$ cat config.mk
export PLATFORM = sky130hd
export DESIGN_NAME = fetch_ctrl_flat
export DESIGN_NICKNAME = d
export VERILOG_FILES = /design/src/rtl/fetch_pkg.sv /design/src/rtl/fetch_ctrl_if.sv /design/src/rtl/npc_sel.sv /design/src/rtl/fetch_ctrl.sv /design/src/flat_wrapper.sv
export SDC_FILE = /design/constraint.sdc
export NUM_CORES = 1
export LEC_CHECK = 0
export BUFFER_PORTS_ARGS = -buffer_cell sky130_fd_sc_hd__buf_2
export CAP_MARGIN = 20
export CORE_MARGIN = 10
export CORE_UTILIZATION = 50
export CTS_CLUSTER_DIAMETER = 40
export DETAILED_ROUTE_END_ITERATION = 8
export GPL_ROUTABILITY_DRIVEN = 1
export PLACE_DENSITY = 0.75
export SKIP_CTS_REPAIR_TIMING = 1
export SYNTH_ARGS = -nofsm -noshare
export SYNTH_HDL_FRONTEND = slang
export SYNTH_SLANG_ARGS = --single-unit
$ cat constraint.sdc
create_clock -name clk -period 3.4 [get_ports clk]
set_input_delay 0.17 -clock clk [delete_from_list [all_inputs] [get_ports clk]]
set_output_delay 0.17 -clock clk [all_outputs]
set_load 0.005 [all_outputs]
$ cat src/rtl/fetch_pkg.sv
// Shared types and constants for the instruction-fetch controller.
package fetch_pkg;

    localparam int unsigned XLEN = 32;
    localparam logic [XLEN-1:0] DEFAULT_NOP_INSTR = 32'h0000_0013;
    localparam logic [XLEN-1:0] DEFAULT_RESET_PC  = 32'h0000_0000;

    typedef enum logic [1:0] {
        S_IDLE,
        S_REQ,
        S_STALL,
        S_DROP
    } state_t;

    // Instruction captured while decode is stalled.
    typedef struct packed {
        logic [XLEN-1:0] instr;
        logic [XLEN-1:0] pc;
    } hold_t;

endpackage

$ cat src/rtl/fetch_ctrl_if.sv
// Instruction-memory req/ack handshake bundle.
interface fetch_ctrl_if #(
    parameter int unsigned ADDR_W = 17
);
    import fetch_pkg::*;

    logic              imem_req;
    logic [ADDR_W-1:0] imem_addr;
    logic              imem_ack;
    logic [XLEN-1:0]   imem_rdata;

    modport master (
        output imem_req,
        output imem_addr,
        input  imem_ack,
        input  imem_rdata
    );

    modport slave (
        input  imem_req,
        input  imem_addr,
        output imem_ack,
        output imem_rdata
    );

endinterface

$ cat src/rtl/npc_sel.sv
// Next-PC redirect priority (jalr > jal > br) and target adder.
module npc_sel
    import fetch_pkg::*;
(
    input  logic            br_en,
    input  logic            jal_en,
    input  logic            jalr_en,
    input  logic [XLEN-1:0] imm,
    input  logic [XLEN-1:0] RegFD_PC,
    input  logic [XLEN-1:0] jalr_PC,
    output logic            redirect,
    output logic [XLEN-1:0] target
);

    logic [XLEN-1:0] raw_target;

    always_comb begin
        redirect   = jalr_en | jal_en | br_en;
        raw_target = jalr_en ? jalr_PC : (RegFD_PC + imm);
        target     = raw_target & ~XLEN'(3);
    end

endmodule

$ cat src/rtl/fetch_ctrl.sv
// Instruction-fetch sequencer: owns the PC, runs the imem handshake and
// loads the fetch/decode register, with redirect, stall and drop handling.
module fetch_ctrl
    import fetch_pkg::*;
#(
    parameter logic [XLEN-1:0] RESET_PC  = DEFAULT_RESET_PC,
    parameter int unsigned     ADDR_W    = 17,
    parameter logic [XLEN-1:0] NOP_INSTR = DEFAULT_NOP_INSTR
) (
    input  logic              clk,
    input  logic              rst,
    input  logic              stall,
    input  logic              br_en,
    input  logic              jal_en,
    input  logic              jalr_en,
    input  logic [XLEN-1:0]   imm,
    input  logic [XLEN-1:0]   RegFD_PC,
    input  logic [XLEN-1:0]   jalr_PC,
    fetch_ctrl_if.master      mem,
    output logic              fd_valid,
    output logic [XLEN-1:0]   fd_instr,
    output logic [XLEN-1:0]   fd_pc,
    output logic [XLEN-1:0]   fd_npc,
    output logic              flush
);

    state_t            state, state_n;
    logic [XLEN-1:0]   pc, pc_n, pc_inc;
    logic              req_q, req_n;
    logic [ADDR_W-1:0] addr_q, addr_n;
    logic              fd_valid_n;
    logic [XLEN-1:0]   fd_instr_n, fd_pc_n, fd_npc_n;
    logic              flush_n;
    hold_t             hold, hold_n;
    logic              hold_vld, hold_vld_n;
    logic              redirect, take_redirect;
    logic [XLEN-1:0]   target;
    logic              ack;

    npc_sel u_npc_sel (
        .br_en    (br_en),
        .jal_en   (jal_en),
        .jalr_en  (jalr_en),
        .imm      (imm),
        .RegFD_PC (RegFD_PC),
        .jalr_PC  (jalr_PC),
        .redirect (redirect),
        .target   (target)
    );

    assign mem.imem_req  = req_q;
    assign mem.imem_addr = addr_q;
    assign ack           = mem.imem_ack;
    assign pc_inc        = pc + XLEN'(4);

    always_ff @(posedge clk) begin
        if (rst) begin
            state    <= S_IDLE;
            pc       <= RESET_PC;
            req_q    <= 1'b0;
            addr_q   <= RESET_PC[ADDR_W+1:2];
            fd_valid <= 1'b0;
            fd_instr <= NOP_INSTR;
            fd_pc    <= RESET_PC;
            fd_npc   <= RESET_PC + XLEN'(4);
            flush    <= 1'b0;
            hold     <= '0;
            hold_vld <= 1'b0;
        end else begin
            state    <= state_n;
            pc       <= pc_n;
            req_q    <= req_n;
            addr_q   <= addr_n;
            fd_valid <= fd_valid_n;
            fd_instr <= fd_instr_n;
            fd_pc    <= fd_pc_n;
            fd_npc   <= fd_npc_n;
            flush    <= flush_n;
            hold     <= hold_n;
            hold_vld <= hold_vld_n;
        end
    end

    // Next-state and next-register values; the address register only moves
    // when a fresh request is launched, keeping it stable until ack.
    always_comb begin
        state_n    = state;
        pc_n       = pc;
        req_n      = req_q;
        addr_n     = addr_q;
        fd_valid_n = fd_valid;
        fd_instr_n = fd_instr;
        fd_pc_n    = fd_pc;
        fd_npc_n   = fd_npc;
        flush_n    = 1'b0;
        hold_n     = hold;
        hold_vld_n = hold_vld;

        take_redirect = redirect && (state != S_IDLE);
        if (take_redirect) begin
            pc_n       = target;
            flush_n    = 1'b1;
            fd_valid_n = 1'b0;
            fd_instr_n = NOP_INSTR;
            hold_vld_n = 1'b0;
        end

        unique case (state)
            S_IDLE: begin
                state_n = S_REQ;
                req_n   = 1'b1;
                addr_n  = pc[ADDR_W+1:2];
            end
            S_REQ: begin
                if (take_redirect) begin
                    if (ack) addr_n  = target[ADDR_W+1:2];
                    else     state_n = S_DROP;
                end else if (ack && stall) begin
                    hold_n     = '{instr: mem.imem_rdata, pc: pc};
                    hold_vld_n = 1'b1;
                    pc_n       = pc_inc;
                    req_n      = 1'b0;
                    state_n    = S_STALL;
                end else if (ack) begin
                    fd_instr_n = mem.imem_rdata;
                    fd_pc_n    = pc;
                    fd_npc_n   = pc_inc;
                    fd_valid_n = 1'b1;
                    pc_n       = pc_inc;
                    addr_n     = pc_inc[ADDR_W+1:2];
                end
            end
            S_STALL: begin
                if (take_redirect) begin
                    state_n = S_REQ;
                    req_n   = 1'b1;
                    addr_n  = target[ADDR_W+1:2];
                end else if (!stall) begin
                    fd_instr_n = hold.instr;
                    fd_pc_n    = hold.pc;
                    fd_npc_n   = hold.pc + XLEN'(4);
                    fd_valid_n = 1'b1;
                    hold_vld_n = 1'b0;
                    state_n    = S_REQ;
                    req_n      = 1'b1;
                    addr_n     = pc[ADDR_W+1:2];
                end
            end
            S_DROP: begin
                // Stale data is discarded; pc_n already carries any new target.
                if (ack) begin
                    state_n = S_REQ;
                    addr_n  = pc_n[ADDR_W+1:2];
                end
            end
            default: begin
                state_n = S_IDLE;
                req_n   = 1'b0;
            end
        endcase
    end

endmodule

$ cat src/flat_wrapper.sv
// flat-port wrapper written by rule: the top's interface ports become plain ports
module fetch_ctrl_flat import fetch_pkg::*;
#(
    parameter logic [XLEN-1:0] RESET_PC  = DEFAULT_RESET_PC,
    parameter int unsigned     ADDR_W    = 17,
    parameter logic [XLEN-1:0] NOP_INSTR = DEFAULT_NOP_INSTR
)
  (clk, rst, stall, br_en, jal_en, jalr_en, imm, RegFD_PC, jalr_PC, fd_valid, fd_instr, fd_pc, fd_npc, flush, mem_imem_req, mem_imem_addr, mem_imem_ack, mem_imem_rdata);
  fetch_ctrl_if #(.ADDR_W(ADDR_W)) mem_i ();
  input  logic clk;
  input  logic rst;
  input  logic stall;
  input  logic br_en;
  input  logic jal_en;
  input  logic jalr_en;
  input  logic [XLEN-1:0] imm;
  input  logic [XLEN-1:0] RegFD_PC;
  input  logic [XLEN-1:0] jalr_PC;
  output logic fd_valid;
  output logic [XLEN-1:0] fd_instr;
  output logic [XLEN-1:0] fd_pc;
  output logic [XLEN-1:0] fd_npc;
  output logic flush;
  output wire logic [$bits(mem_i.imem_req)-1:0] mem_imem_req;
  output wire logic [$bits(mem_i.imem_addr)-1:0] mem_imem_addr;
  input wire logic [$bits(mem_i.imem_ack)-1:0] mem_imem_ack;
  input wire logic [$bits(mem_i.imem_rdata)-1:0] mem_imem_rdata;
  assign mem_imem_req = mem_i.imem_req;
  assign mem_imem_addr = mem_i.imem_addr;
  assign mem_i.imem_ack = mem_imem_ack;
  assign mem_i.imem_rdata = mem_imem_rdata;
  fetch_ctrl #(.RESET_PC(RESET_PC), .ADDR_W(ADDR_W), .NOP_INSTR(NOP_INSTR)) u_core (.clk(clk), .rst(rst), .stall(stall), .br_en(br_en), .jal_en(jal_en), .jalr_en(jalr_en), .imm(imm), .RegFD_PC(RegFD_PC), .jalr_PC(jalr_PC), .mem(mem_i), .fd_valid(fd_valid), .fd_instr(fd_instr), .fd_pc(fd_pc), .fd_npc(fd_npc), .flush(flush));
endmodule
==> results of run 1 <==
## cells in the final DEF (no fill, tap or decap), drive strengths merged, types with 4 or more instances in the layout
| cell type | count |
|---|---|
| nor2b | 4 |
| xor2 | 48 |
| and3 | 18 |
| a22oi | 32 |
| diode | 4 |
| nand3 | 49 |
| clkinvlp | 4 |
| nand4 | 18 |
| xnor2 | 51 |
| or3 | 6 |
| nand2 | 272 |
| dlygate4sd3 | 36 |
| a211oi | 66 |
| dfxtp | 212 |
| a21o | 7 |
| a31oi | 6 |
| mux2i | 43 |
| nor2 | 138 |
| bufinv | 4 |
| nor3 | 29 |
| a21oi | 160 |
| o21ai | 76 |
| clkbuf | 39 |
| nor4 | 7 |
| o211ai | 21 |
| ha | 36 |
| clkinv | 7 |
| a221oi | 14 |
| a32oi | 5 |
| inv | 25 |
| o22ai | 11 |
| nand2b | 5 |
| and4 | 6 |
| buf | 282 |
| o2bb2ai | 4 |
| o21a | 8 |
## area by class of cell
cell class / instances / area (um2) / share of cell area, %
inverters: 19 / 71.3 / 0.477
clock inverters: 21 / 259 / 1.73
diodes: 4 / 10.0 / 0.0670
repair buffers: 318 / 1880 / 12.6
clock buffers: 39 / 921 / 6.16
flip-flops and latches: 212 / 4240 / 28.4
multi-input cells: 1185 / 7150 / 47.9
well taps: 319 / 399 / 2.67
## worst min-delay path by stage
stage                        from                           end
2_1_floorplan   mem_imem_rdata[0]  u_core.hold[32]$_SDFFE_PP0P_
3_3_place_gp    mem_imem_rdata[8]  u_core.hold[40]$_SDFFE_PP0P_
3_5_place_dp   mem_imem_rdata[25]  u_core.hold[57]$_SDFFE_PP0P_
4_1_cts        mem_imem_rdata[29]  u_core.hold[61]$_SDFFE_PP0P_
5_1_grt               jalr_PC[22]      u_core.pc[22]$_SDFF_PP0_
6_report              jalr_PC[22]      u_core.pc[22]$_SDFF_PP0_
## layer usage
| metal | wire [um] | GRT usage [%] |
|---|---|---|
| met1 | 16900 | 31.7 |
| met2 | 16900 | 34.7 |
| met3 | 3600 | 6.28 |
| met4 | 962 | 7.48 |
| met5 | 0 | 0 |
## cells by family (layout without fill, tap and decap cells)
logic type | after synthesis | count (layout)
AND/OR/NAND/NOR | 563 | 563
AO/OA/AOI/OAI | 444 | 444
flip-flops | 212 | 212
buffers and inverters | 148 | 397
XOR/XNOR | 99 | 99
multiplexers | 43 | 43
adder cells (fa/ha/maj) | 36 | 36
other | 0 | 4
## power by group through the flow
stage	logic, uW	registers (uW)	clock network [uW]
after detailed placement	4830	3560	0
after global routing	5450	3600	3680
after floorplan	3390	3360	0
after global placement	4760	3530	0
after CTS	4860	3510	3570
final	4950	3540	3550
## state kept, by name (all words and copies together) (netlist names)
name and flops:
u_core.hold 64, u_core.fd_npc 32, u_core.pc 32, u_core.mem.imem_req 1
u_core.fd_pc 30, u_core.fd_valid 1, u_core.fd_instr 32, u_core.state 2
u_core.flush 1, u_core.mem.imem_addr 17
## metrics by stage
step / utilization, % / area, um2
2_1_floorplan: - / 11900
3_3_place_gp: 57.0 / 13400
3_5_place_dp: 57.0 / 13400
4_1_cts: 62.1 / 14600
5_1_grt: 63.7 / 14900
6_report: 63.7 / 14900
## critical path, delay by kind of cell, from the launching register on
kind | cells | cell delay [ns]
xor+xnor | 1 | 0.14
simple gates | 6 | 1.79
flops | 1 | 0.51
compound gates | 2 | 0.39
==> metrics.txt, run 1 <==
HPWL after detailed placement 26900 um; Cell Rows 56; Cell Count Post-Placement 2017; setup TNS 0 ns; CTS tree done; Ys Warns 0; Worst-Margin Slew 1.08 ns; worst hold path cell count 3; Area Overhead vs Synth 25.3%; fin crit share 86.4%; Routed Antenna Nets 0; Combinational Power Share 41.1%; Worst R2R Start u_core.pc[2]$_SDFF_PP0_; part of the power in the clock network 29.5%; dpl ws 0.443 ns; outcome complete, no violations; Register-to-Register Path Depth 9; most area-consuming cells after synthesis dfxtp_1 36%, nand2_1 8.6%, a21oi_1 6.6%; Final WS setup 0.462 ns; final setup fails 0; Chip Height 174 um; Maximum Capacitance Violations 0; Setup crit end kind flip-flop; initial antenna violation count 4; Avg Inst Size Synth 7.72 um2; Cell Chain, Critical Path and4_1, nand2_1, or3_1, nor2_1, nand2_1, nor2_1, xnor2_1, o22ai_1, a211o_1; first-pass GRT wire length 59300 um; total design power 12000 uW; Startpoint Class flip-flop; Setup crit end u_core.pc[31]$_SDFF_PP0_; Post-synth ARST share 0%; crit path time final 2.94 ns; synth cell count leaders 272 x nand2_1, 212 x dfxtp_1, 158 x a21oi_1; DRT Pass-1 Iters 7; critical path's slowest cell dfxtp_1; core area 23500 um2; Synth area leader dfxtp_1; port bufs 248; clock sink count 212; Internal 7130 uW; die width 174 um; vias per cell 5.79; Synth Instances 1545; WL/cell 18.1 um; Reg-to-Reg End u_core.pc[31]$_SDFF_PP0_; number of distinct library cells after synthesis 68; Fin Hold WS 0.0370 ns; initial core utilization 50.8%; syn_nets 1716; Final Hold Vio Count 0; IO Count 251; root buf cell clkbuf_16; Worst Path Max Fanout 9; total congestion overflow 0; Remaining DRCs 0; largest family of logic cells by synthesized area compound AO/OA/AOI/OAI gates; post-synthesis mux area share 3.61%; Post-synth EDFFs 0; sequential element share of the synthesized area 35.6%; largest net degree at the start of global routing 90; Max IR drop VDD 0.487 mV; layout cells sized above 1 20.5%; Setup Skew 0.0181 ns; Syn Std Cell Area 11900 um2; RePlAce Congestion 0.893; critical path type reg2reg; Most used DFF post-synth dfxtp_1; Slew headroom 28.3%; most used standard cell by instance count after synthesis nand2_1; Initial DRC Count 1025; Psw 4910 uW; die footprint 30400 um2; static leakage 0.00588 uW; Synth Area in XOR/XNOR 7.27%; share of the synthesized area in the top cell type 35.6%; critical path startpoint u_core.pc[2]$_SDFF_PP0_; number of global-route vias before repair 11300; Worst-path clk slew 0.05 ns; Max Freq 340 MHz; Adder-Cell Fraction of Synth Area 3.78%; vias 12300; crit path DAT 3.31 ns; Max stage delay on crit path 0.51 ns; # fillers 2047; Simple-Gate Fraction of Synth Area 20.8%; Slew Viols, Final 0; hold crit path type in2reg; critical path data required time 3.78 ns; #FFs+latches synth 212; power density over the cells 806 nW/um2; Switching Fraction 40.8%; # H-tree levels 2; Reg power frac 29.4%; RSZ-0062 raised after global routing false; final net count 1941; Compound-Gate Fraction of Synth Area 24.1%; clock buffer count from CTS 34; final WL 38400 um; Layout Cells excl Fill 2117; Clock Latency Late Sink 0.50 ns; gr usage total 23.2%; Clock Tree Buf Depth 3; Reg2Reg Setup Slack 0.46 ns
No activity file was read; power rests on OpenSTA's default activity.
==> run 2, diff against run 1 <==
Settings changed: PLACE_DENSITY 0.75 to 0.74.
==> metrics.txt, run 2 (same netlist as run 1, synthesis figures left out) <==
Worst R2R Start u_core.pc[2]$_SDFF_PP0_; critical path type reg2reg; Area Overhead vs Synth 26.0%; global-route track usage on met3 5.01%; static leakage 0.00592 uW; Reg-to-Reg End u_core.pc[31]$_SDFF_PP0_; Cell Rows 56; setup TNS 0 ns; clock sink count 212; IO Count 251; Worst-Margin Slew 0.980 ns; first-pass GRT wire length 60000 um; Slew Viols, Final 0; Biggest register u_core.hold; critical path data required time 3.80 ns; outcome complete, no violations; hold crit path type in2reg; HPWL after detailed placement 26300 um; port bufs 248; Routed Antenna Nets 0; gr usage total 23.5%; final net count 1941; # fillers 2010; most frequent cells in the layout 272 x nand2_1, 247 x buf_2, 212 x dfxtp_1, 157 x a21oi_1, 135 x nor2_1; Setup crit end kind flip-flop; Worst Path Max Fanout 9; layout cells sized above 1 20.6%; Startpoint Class flip-flop; die width 174 um; Clock Latency Late Sink 0.52 ns; max reg flops 64; GR Util met1 33.3%; total congestion overflow 0; root buf cell clkbuf_16; GR peak layer met2; DRT Pass-1 Iters 6; number of global-route vias before repair 11300; RSZ-0062 raised after global routing false; Fin Hold WS 0.0242 ns; final setup fails 0; # H-tree levels 2; Final Hold Vio Count 0; Maximum Capacitance Violations 0; initial antenna violation count 5; crit path DAT 3.34 ns; Clock Tree Buf Depth 3; vias per cell 5.77; CTS tree done; largest net degree at the start of global routing 165; vias 12200; power density over the cells 814 nW/um2; Chip Height 174 um; Remaining DRCs 0; Slew headroom 34.7%; commonest non-fill, non-tap cell in the layout nand2_1; WL/cell 18.2 um; Initial DRC Count 1083; crit path time final 2.94 ns; worst hold path cell count 3; clock buffer count from CTS 35; Max IR drop VDD 0.620 mV; Max Freq 340 MHz; Setup Skew 0.0172 ns; Hold EP u_core.pc[22]$_SDFF_PP0_; RePlAce Congestion 0.914; Worst-path clk slew 0.06 ns; core area 23500 um2; initial core utilization 50.8%; routing usage on met2 33.7%; Reg2Reg Setup Slack 0.46 ns; worst hold start jalr_PC[22]; Register-to-Register Path Depth 9; die footprint 30400 um2; final WL 38500 um; fin crit share 86.5%
-- run 2: final cells by class --
type                       count  area, um2  area share (%)
multi-input combinational   1185       7150            47.6
sequential                   212       4240            28.2
timing repair buffer         317       1890            12.6
clock buffer                  42        983            6.54
tap                          319        399            2.66
clock inverter                19        279            1.86
inverter                      19       71.3           0.474
antenna                        5       12.5          0.0832
-- run 2: layer usage --
metal | routed length (um) | vias up
li1 | - | 5947
met1 | 17100 | 5593
met2 | 16500 | 583
met3 | 3580 | 90
met4 | 1290 | 0
met5 | 0 | -
-- run 2: worst max path at each step --
stage                                  startpoint  slack [ns]  cells past startpoint                                    end
after detailed placement                  imm[13]        0.54                     11               u_core.pc[31]$_SDFF_PP0_
after global placement                    imm[13]        0.61                     11               u_core.pc[31]$_SDFF_PP0_
after CTS                 u_core.pc[2]$_SDFF_PP0_        0.53                     10  u_core.mem.imem_addr[12]$_SDFFE_PP0P_
after floorplan                           imm[13]        0.85                     10               u_core.pc[31]$_SDFF_PP0_
after global routing      u_core.pc[2]$_SDFF_PP0_        0.25                     10  u_core.mem.imem_addr[12]$_SDFFE_PP0P_
final                     u_core.pc[2]$_SDFF_PP0_        0.46                      9               u_core.pc[31]$_SDFF_PP0_
-- run 2: stage by stage --
step / utilization [%] / total power (uW) / cells / area (um2) / setup slack, ns
after global placement: 57.1 / 8270 / 2016 / 13400 / 0.608
after floorplan: - / 6760 / 1545 / 11900 / 0.852
after CTS: 62.4 / 12200 / 2077 / 14700 / 0.531
after global routing: 64.0 / 13000 / 2117 / 15000 / 0.248
after detailed placement: 57.1 / 8370 / 2016 / 13400 / 0.542
final: 64.0 / 12200 / 2118 / 15000 / 0.460
-- run 2: power breakdown --
| group | internal (uW) | leakage, uW | switching (uW) |
|---|---|---|---|
| clock network | 2470 | 0.000612 | 1310 |
| registers | 3030 | 0.00173 | 471 |
| logic | 1810 | 0.00358 | 3140 |
| total | 7310 | 0.00592 | 4930 |
-- run 2: worst max-delay path, cell delays in order, from the launching register on --
cell     delay (ns)
dfxtp_1        0.53
and4_1         0.32
nand2_1        0.19
or3_1          0.45
nor2_1         0.52
nand2_1        0.17
nor2_1         0.16
xnor2_1        0.14
o22ai_1        0.11
a211o_1        0.25
